### src/rtl/keypad_pkg.sv
// Shared definitions for the 4x4 keypad scanner: FSM state encoding,
// idle/reset constants and the column priority encoder.
package keypad_pkg;

  typedef enum logic [1:0] {
    SCAN     = 2'd0,
    DEBOUNCE = 2'd1,
    PRESSED  = 2'd2
  } state_t;

  localparam logic [3:0] ROW_RESET = 4'b1110;
  localparam logic [3:0] COLS_IDLE = 4'hF;

  // Index of the lowest low (active) bit; several low bits resolve to the
  // lowest index. An all-idle pattern maps to 0 and is never latched.
  function automatic logic [1:0] col_to_idx(input logic [3:0] cols);
    if (!cols[0])      return 2'd0;
    else if (!cols[1]) return 2'd1;
    else if (!cols[2]) return 2'd2;
    else if (!cols[3]) return 2'd3;
    else               return 2'd0;
  endfunction

endpackage

### src/rtl/keypad_4x4_scanner_if.sv
// Keypad-side signal bundle. The slave modport is the scanner; the master
// modport is whatever drives the column returns and consumes key codes.
// Handshake: key_valid is a one-cycle strobe qualifying key_value; there is
// no ready, the consumer must take the code in the strobe cycle.
interface keypad_4x4_scanner_if;
  import keypad_pkg::*;

  logic [3:0] col_in;
  logic [3:0] row_out;
  logic [3:0] key_value;
  logic       key_valid;
  logic       key_held;
  state_t     dbg_state;

  modport slave (
    input  col_in,
    output row_out, key_value, key_valid, key_held, dbg_state
  );

  modport master (
    output col_in,
    input  row_out, key_value, key_valid, key_held, dbg_state
  );

endinterface

### src/rtl/keypad_sync2.sv
// Two-flop synchronizer for the asynchronous column returns. Reset loads the
// idle (all released) pattern so no phantom press is seen after reset.
module keypad_sync2
  import keypad_pkg::*;
(
  input  logic       clk,
  input  logic       reset_n,
  input  logic [3:0] i_async,
  output logic [3:0] o_sync
);

  logic [3:0] r_meta;
  logic [3:0] r_sync;

  // Two-stage capture of the column inputs.
  always_ff @(posedge clk or negedge reset_n) begin
    if (!reset_n) begin
      r_meta <= COLS_IDLE;
      r_sync <= COLS_IDLE;
    end else begin
      r_meta <= i_async;
      r_sync <= r_meta;
    end
  end

  assign o_sync = r_sync;

endmodule

### src/rtl/keypad_4x4_scanner.sv
// 4x4 matrix keypad scanner: drives one row low at a time, samples the
// synchronized columns once per row dwell, debounces press and release and
// emits {row,col} key codes with a one-cycle valid strobe.
// Optional feature: define KEYPAD_REPEAT_EN for auto-repeat of a held key.
module keypad_4x4_scanner
  import keypad_pkg::*;
#(
  parameter int ROW_DWELL    = 100_000,
  parameter int DEB_COUNT    = 20
`ifdef KEYPAD_REPEAT_EN
  ,
  parameter int REPEAT_DELAY = 500,
  parameter int REPEAT_RATE  = 100
`endif
) (
  input  logic                  clk,
  input  logic                  reset_n,
  keypad_4x4_scanner_if.slave   bus
);

  localparam int DW_W = (ROW_DWELL > 1) ? $clog2(ROW_DWELL) : 1;
  localparam int DB_W = $clog2(DEB_COUNT + 1);
`ifdef KEYPAD_REPEAT_EN
  localparam int RP_MAX = (REPEAT_DELAY > REPEAT_RATE) ? REPEAT_DELAY : REPEAT_RATE;
  localparam int RP_W   = $clog2(RP_MAX + 1);
`endif

  logic [3:0]      w_col_s;
  logic [DW_W-1:0] r_dwell;
  logic            w_sample;
  logic [3:0]      w_rot;

  state_t          r_state,     w_state;
  logic [3:0]      r_row,       w_row;
  logic [3:0]      r_code,      w_code;
  logic [3:0]      r_pat,       w_pat;
  logic [DB_W-1:0] r_deb_cnt,   w_deb_cnt;
  logic [DB_W-1:0] r_rel_cnt,   w_rel_cnt;
  logic [3:0]      r_key_value, w_key_value;
  logic            r_key_valid, w_key_valid;
  logic            r_key_held,  w_key_held;
`ifdef KEYPAD_REPEAT_EN
  logic [RP_W-1:0] r_rep_cnt,   w_rep_cnt;
  logic            r_rep_arm,   w_rep_arm;
`endif

  keypad_sync2 u_sync (
    .clk     (clk),
    .reset_n (reset_n),
    .i_async (bus.col_in),
    .o_sync  (w_col_s)
  );

  // Free-running row dwell counter; the terminal count is the sample point.
  always_ff @(posedge clk or negedge reset_n) begin
    if (!reset_n)      r_dwell <= '0;
    else if (w_sample) r_dwell <= '0;
    else               r_dwell <= r_dwell + DW_W'(1);
  end

  assign w_sample = (32'(r_dwell) == ROW_DWELL - 1);
  assign w_rot    = {r_row[2:0], r_row[3]};

  // FSM and datapath state register.
  always_ff @(posedge clk or negedge reset_n) begin
    if (!reset_n) begin
      r_state     <= SCAN;
      r_row       <= ROW_RESET;
      r_code      <= '0;
      r_pat       <= COLS_IDLE;
      r_deb_cnt   <= '0;
      r_rel_cnt   <= '0;
      r_key_value <= '0;
      r_key_valid <= 1'b0;
      r_key_held  <= 1'b0;
`ifdef KEYPAD_REPEAT_EN
      r_rep_cnt   <= '0;
      r_rep_arm   <= 1'b0;
`endif
    end else begin
      r_state     <= w_state;
      r_row       <= w_row;
      r_code      <= w_code;
      r_pat       <= w_pat;
      r_deb_cnt   <= w_deb_cnt;
      r_rel_cnt   <= w_rel_cnt;
      r_key_value <= w_key_value;
      r_key_valid <= w_key_valid;
      r_key_held  <= w_key_held;
`ifdef KEYPAD_REPEAT_EN
      r_rep_cnt   <= w_rep_cnt;
      r_rep_arm   <= w_rep_arm;
`endif
    end
  end

  // Next-state and output decisions; everything only moves on a sample.
  always_comb begin
    w_state     = r_state;
    w_row       = r_row;
    w_code      = r_code;
    w_pat       = r_pat;
    w_deb_cnt   = r_deb_cnt;
    w_rel_cnt   = r_rel_cnt;
    w_key_value = r_key_value;
    w_key_valid = 1'b0;
    w_key_held  = r_key_held;
`ifdef KEYPAD_REPEAT_EN
    w_rep_cnt   = r_rep_cnt;
    w_rep_arm   = r_rep_arm;
`endif
    if (w_sample) begin
      unique case (r_state)
        SCAN: begin
          if (w_col_s == COLS_IDLE) begin
            w_row = w_rot;
          end else begin
            // The detection sample is the first of the debounce run.
            w_code    = {col_to_idx(r_row), col_to_idx(w_col_s)};
            w_pat     = w_col_s;
            w_deb_cnt = DB_W'(1);
            w_state   = DEBOUNCE;
          end
        end
        DEBOUNCE: begin
          if (w_col_s == r_pat) begin
            if (32'(r_deb_cnt) + 1 == DEB_COUNT) begin
              w_key_value = r_code;
              w_key_valid = 1'b1;
              w_key_held  = 1'b1;
              w_rel_cnt   = '0;
`ifdef KEYPAD_REPEAT_EN
              w_rep_cnt   = '0;
              w_rep_arm   = 1'b0;
`endif
              w_state     = PRESSED;
            end else begin
              w_deb_cnt = r_deb_cnt + DB_W'(1);
            end
          end else begin
            // Bounce or a different key: give up and move on.
            w_state = SCAN;
            w_row   = w_rot;
          end
        end
        PRESSED: begin
          if (w_col_s == COLS_IDLE) begin
`ifdef KEYPAD_REPEAT_EN
            w_rep_cnt = '0;
            w_rep_arm = 1'b0;
`endif
            if (32'(r_rel_cnt) + 1 == DEB_COUNT) begin
              w_key_held = 1'b0;
              w_rel_cnt  = '0;
              w_state    = SCAN;
              w_row      = w_rot;
            end else begin
              w_rel_cnt = r_rel_cnt + DB_W'(1);
            end
          end else begin
            // Any low bit (including a second key) counts as still held.
            w_rel_cnt = '0;
`ifdef KEYPAD_REPEAT_EN
            // First repeat after REPEAT_DELAY samples, then every REPEAT_RATE.
            if (32'(r_rep_cnt) + 1 == (r_rep_arm ? REPEAT_RATE : REPEAT_DELAY)) begin
              w_key_valid = 1'b1;
              w_rep_cnt   = '0;
              w_rep_arm   = 1'b1;
            end else begin
              w_rep_cnt = r_rep_cnt + RP_W'(1);
            end
`endif
          end
        end
        default: w_state = SCAN;
      endcase
    end
  end

  assign bus.row_out   = r_row;
  assign bus.key_value = r_key_value;
  assign bus.key_valid = r_key_valid;
  assign bus.key_held  = r_key_held;
  assign bus.dbg_state = r_state;

endmodule

### src/flat_wrapper.sv
// flat-port wrapper written by rule: the top's interface ports become plain ports
module keypad_4x4_scanner_flat import keypad_pkg::*;
#(
  parameter int ROW_DWELL    = 100_000,
  parameter int DEB_COUNT    = 20

)
  (clk, reset_n, bus_col_in, bus_row_out, bus_key_value, bus_key_valid, bus_key_held, bus_dbg_state);
  keypad_4x4_scanner_if bus_i ();
  input  logic clk;
  input  logic reset_n;
  input wire logic [$bits(bus_i.col_in)-1:0] bus_col_in;
  output wire logic [$bits(bus_i.row_out)-1:0] bus_row_out;
  output wire logic [$bits(bus_i.key_value)-1:0] bus_key_value;
  output wire logic [$bits(bus_i.key_valid)-1:0] bus_key_valid;
  output wire logic [$bits(bus_i.key_held)-1:0] bus_key_held;
  output wire logic [$bits(bus_i.dbg_state)-1:0] bus_dbg_state;
  assign bus_i.col_in = bus_col_in;
  assign bus_row_out = bus_i.row_out;
  assign bus_key_value = bus_i.key_value;
  assign bus_key_valid = bus_i.key_valid;
  assign bus_key_held = bus_i.key_held;
  assign bus_dbg_state = bus_i.dbg_state;
  keypad_4x4_scanner #(.ROW_DWELL(ROW_DWELL), .DEB_COUNT(DEB_COUNT)) u_core (.clk(clk), .reset_n(reset_n), .bus(bus_i));
endmodule
### config.mk
export PLATFORM = sky130hd
export DESIGN_NAME = keypad_4x4_scanner_flat
export DESIGN_NICKNAME = d
export VERILOG_FILES = /design/src/rtl/keypad_pkg.sv /design/src/rtl/keypad_4x4_scanner_if.sv /design/src/rtl/keypad_sync2.sv /design/src/rtl/keypad_4x4_scanner.sv /design/src/flat_wrapper.sv
export SDC_FILE = /design/constraint.sdc
export NUM_CORES = 1
export LEC_CHECK = 0
export BUFFER_PORTS_ARGS = -buffer_cell sky130_fd_sc_hd__buf_2
export CAP_MARGIN = 25
export CORE_AREA = 2 2 79 74
export CTS_CLUSTER_SIZE = 30
export DETAILED_ROUTE_END_ITERATION = 7
export DIE_AREA = 0 0 81 76
export GPL_TIMING_DRIVEN = 1
export HOLD_SLACK_MARGIN = 0.02
export PLACE_DENSITY = 0.66
export SLEW_MARGIN = 5
export SYNTH_ARGS = -nofsm -noshare
export SYNTH_HDL_FRONTEND = slang
export SYNTH_SLANG_ARGS = --single-unit
### constraint.sdc
create_clock -name clk -period 2.31 [get_ports clk]
set_input_delay 0.462 -clock clk [delete_from_list [all_inputs] [get_ports clk]]
set_output_delay 0.462 -clock clk [all_outputs]
set_load 0.01 [all_outputs]
==> summary.md <==
| Metric | Value |
|---|---|
| Die Width | `81 um` |
| Syn_area_per_cell | `11.38 um^2` |
| Initial drt markers | `107` |
| Clock root cell | `clkbuf_8` |
| Setup TNS | `0 ps` |
| H-tree levels | `2` |
| Post-synth top flop | `dfrtp_1` |
| Post-synth EDFFs | `0` |
| Avg Vias per Cell | `5.307` |
| Max-cap violations | `0` |
| Post-synthesis sequential area ratio | `54.00%` |
| Layout cell share with drive strength beyond 1 | `27.34%` |
| Critical path startpoint category | `flip-flop` |
| Worst-Margin Slew | `535.7 ps` |
| Via count | `1730` |
| Worst hold margin | `102.9 ps` |
| Routed Antenna Nets | `0` |
| Min-Delay Path Class | `in2async` |
| PD cells | `555.3 mW/mm^2` |
| Number of synthesized register bits | `55` |
| Die area | `0.006156 mm^2` |
| Initial antenna violation count | `0` |
| Die height | `76 um` |
| Critical Path Sink Type | `flip-flop` |
| Final Hold Vio Count | `0` |
| Post-CTS setup buffer count | `0` |
| Drt pass-1 iters | `4` |
| CP max-delay cell | `dfstp_2` |
| Status | `finished clean` |
| Total Routed Length | `4421 um` |
| Num rows | `26` |
| Minimum clock period | `2182 ps` |
| Nets | `268` |
| Arr. time, crit path | `2380 ps` |
| RSZ-0062 raised after global routing | `false` |
| Largest net degree at the start of global routing | `36` |
| Worst stage delay on the critical path | `590 ps` |
| Warnings, synthesis | `0` |
| Synthesized instance count | `227` |
| Max-slew violations | `0` |
| Final period utilization | `94.47%` |
| Mapped cell area | `0.002584 mm^2` |
| Num ports | `18` |
| GPL Wtd Cong | `0.7607` |
| GR Overflow Total | `0` |
| Synth cell types | `43` |
| Slew HR | `64.01%` |
| CORE AREA | `0.005400 mm^2` |
| Avg WL per Cell | `13.56 um` |
| Worst path bufs/invs | `0` |
| Tot GR Track Use | `16.47%` |
| Port bufs | `17` |
| Clk sinks | `55` |
| Post-DP HPWL | `3140 um` |
| Clock Skew | `3.390 ps` |
| Syn_nets | `240` |
| Clk_lat worst skew | `310 ps` |
| Max Fclk | `0.4582 GHz` |
| Drc violations | `0` |
| Delay-heaviest family, CP | `simple AND/OR/NAND/NOR gates` |
| Synth async-reset ratio | `100.0%` |
| Num CTS Buffers | `5` |
| Vias in the first global route | `1711` |
| CTS tree | `yes` |
| Final setup vio count | `0` |
| Clock transition at path regs | `90 ps` |
| Worst path required time | `2510 ps` |
| Crit-path max FO | `6` |
| Antenna cells | `0` |
| Max Root-Sink Buffers | `2` |
| Area growth syn-to-layout | `13.41%` |
| Worst-path cell chain | `xor2_1 > nor4_4 > a41oi_2 > or2_0 > mux2_4` |
| Leakage dissipation | `1.302 nW` |
| Initial Util | `47.85%` |
| Peak supply drop | `0.0004260 V` |
| First-pass GRT wire length | `8079 um` |
| Critical path class | `reg2reg` |
## final timing paths
kind	start	endpoint	slack (ps)	depth (start not counted)
max	u_core.u_sync.o_sync[1]	u_core.r_rel_cnt[0]	130	5
min	reset_n	u_core.r_rel_cnt[3]	100	1
max reg2reg	u_core.u_sync.o_sync[1]	u_core.r_rel_cnt[0]	130	5
min reg2reg	u_core.u_sync.r_meta[2]	u_core.u_sync.o_sync[2]	360	0
max in group asynchronous	reset_n	u_core.bus.row_out[3]	1600	2
min in group clk	bus_col_in[2]	u_core.u_sync.r_meta[2]	240	1
## metrics by stage
stage	setup slack, ps	util [%]	total power [mW]	cell area [um^2]	std cells
floorplan	299.8	-	1.007	2584	227
global placement	149.1	52.06	1.037	2811	318
detailed placement	158.0	52.06	1.037	2811	318
CTS	145.4	54.15	1.648	2924	326
global route	5.151	54.26	1.691	2930	326
finish	127.7	54.26	1.627	2930	326
## synthesized netlist by cell type, types with 2 or more instances
cell type	count	area, um^2
dfrtp_1	40	1001
nand2_1	21	78.83
dfstp_2	15	394.1
nand3_1	14	70.07
nor2_1	13	48.80
mux2_2	12	135.1
o21ai_0	12	60.06
xnor2_1	12	105.1
inv_1	11	41.29
xor2_1	8	70.07
ha_1	7	87.58
nand4_1	7	43.79
nor3_1	5	25.02
o31ai_1	5	37.54
a22o_1	4	35.03
a31oi_1	3	18.77
and2_1	3	18.77
a211o_1	2	17.52
a21oi_1	2	10.01
and3_1	2	12.51
and4_1	2	17.52
and4bb_2	2	25.02
buf_2	2	10.01
clkbuf_1	2	7.510
mux2i_1	2	20.02
nor3b_1	2	15.01
## sequential cells by signal, summed over array words and instances, names as in the netlist, 4 cells and up
| register | cells |
|---|---|
| u_core.r_code | 4 |
| u_core.u_sync.r_meta | 4 |
| u_core.r_pat | 4 |
| u_core.bus.row_out | 4 |
| u_core.u_sync.o_sync | 4 |
| u_core.bus.key_value | 4 |
| u_core.r_dwell | 17 |
| u_core.r_deb_cnt | 5 |
| u_core.r_rel_cnt | 5 |
## layer usage
layer	global-route usage, %	share of wire, %	up-vias
met5	0	0	-
li1	-	-	869
met3	3.555	2.2	9
met1	24.92	54	833
met2	23.64	42	19
met4	5.085	1.5	0
## area by class of cell
type,instances,area [um^2]
fill,479,2470
sequential,55,1395
multi-input combinational,157,1136
timing repair buffer,25,157.7
clock buffer,7,107.6
tap,70,87.58
inverter,11,41.29
clock inverter,1,5.005
## cell usage in the layout (no fill, tap or decap), types with 2 or more instances in the layout
| master | count |
|---|---|
| and3_1 | 2 |
| and4bb_2 | 2 |
| clkbuf_8 | 6 |
| nand3_1 | 14 |
| a21oi_1 | 2 |
| xor2_1 | 8 |
| a22o_1 | 4 |
| nor2_1 | 13 |
| buf_2 | 17 |
| a211o_1 | 2 |
| buf_4 | 7 |
| nor3_1 | 5 |
| xnor2_1 | 12 |
| mux2_2 | 12 |
| dfrtp_1 | 40 |
| nand2_1 | 21 |
| nand4_1 | 7 |
| mux2i_1 | 2 |
| ha_1 | 7 |
| inv_1 | 11 |
| dfstp_2 | 15 |
| and2_1 | 3 |
| nor3b_1 | 2 |
| o31ai_1 | 5 |
| o21ai_0 | 12 |
| and4_1 | 2 |
| a31oi_1 | 3 |
## kinds of logic after synthesis
kind of cell               synth area share [%]
and+or+nand+nor                           17.39
DFF                                       54.00
AOI/OAI and AO/OA                         9.589
xor gates and xnor gates                  6.780
buffers and inverters                     2.276
muxes                                     6.586
adders and majority gates                 3.390
## power breakdown
group	switching (mW)	total (mW)	internal (mW)	leakage, nW
Combinational	0.0247	0.0346	0.00985	0.542
Sequential	0.00632	0.982	0.976	0.701
Clock	0.303	0.611	0.307	0.0594
Total	0.334	1.63	1.29	1.30
## timing repair
item / in CTS / in global routing
setup endpoints to repair: 0 / 4
endpoints found under the hold margin: 0 / 0
hold buffers: 0 / 0
resized for setup: 0 / 1
No activity file was read; power rests on OpenSTA's default activity.
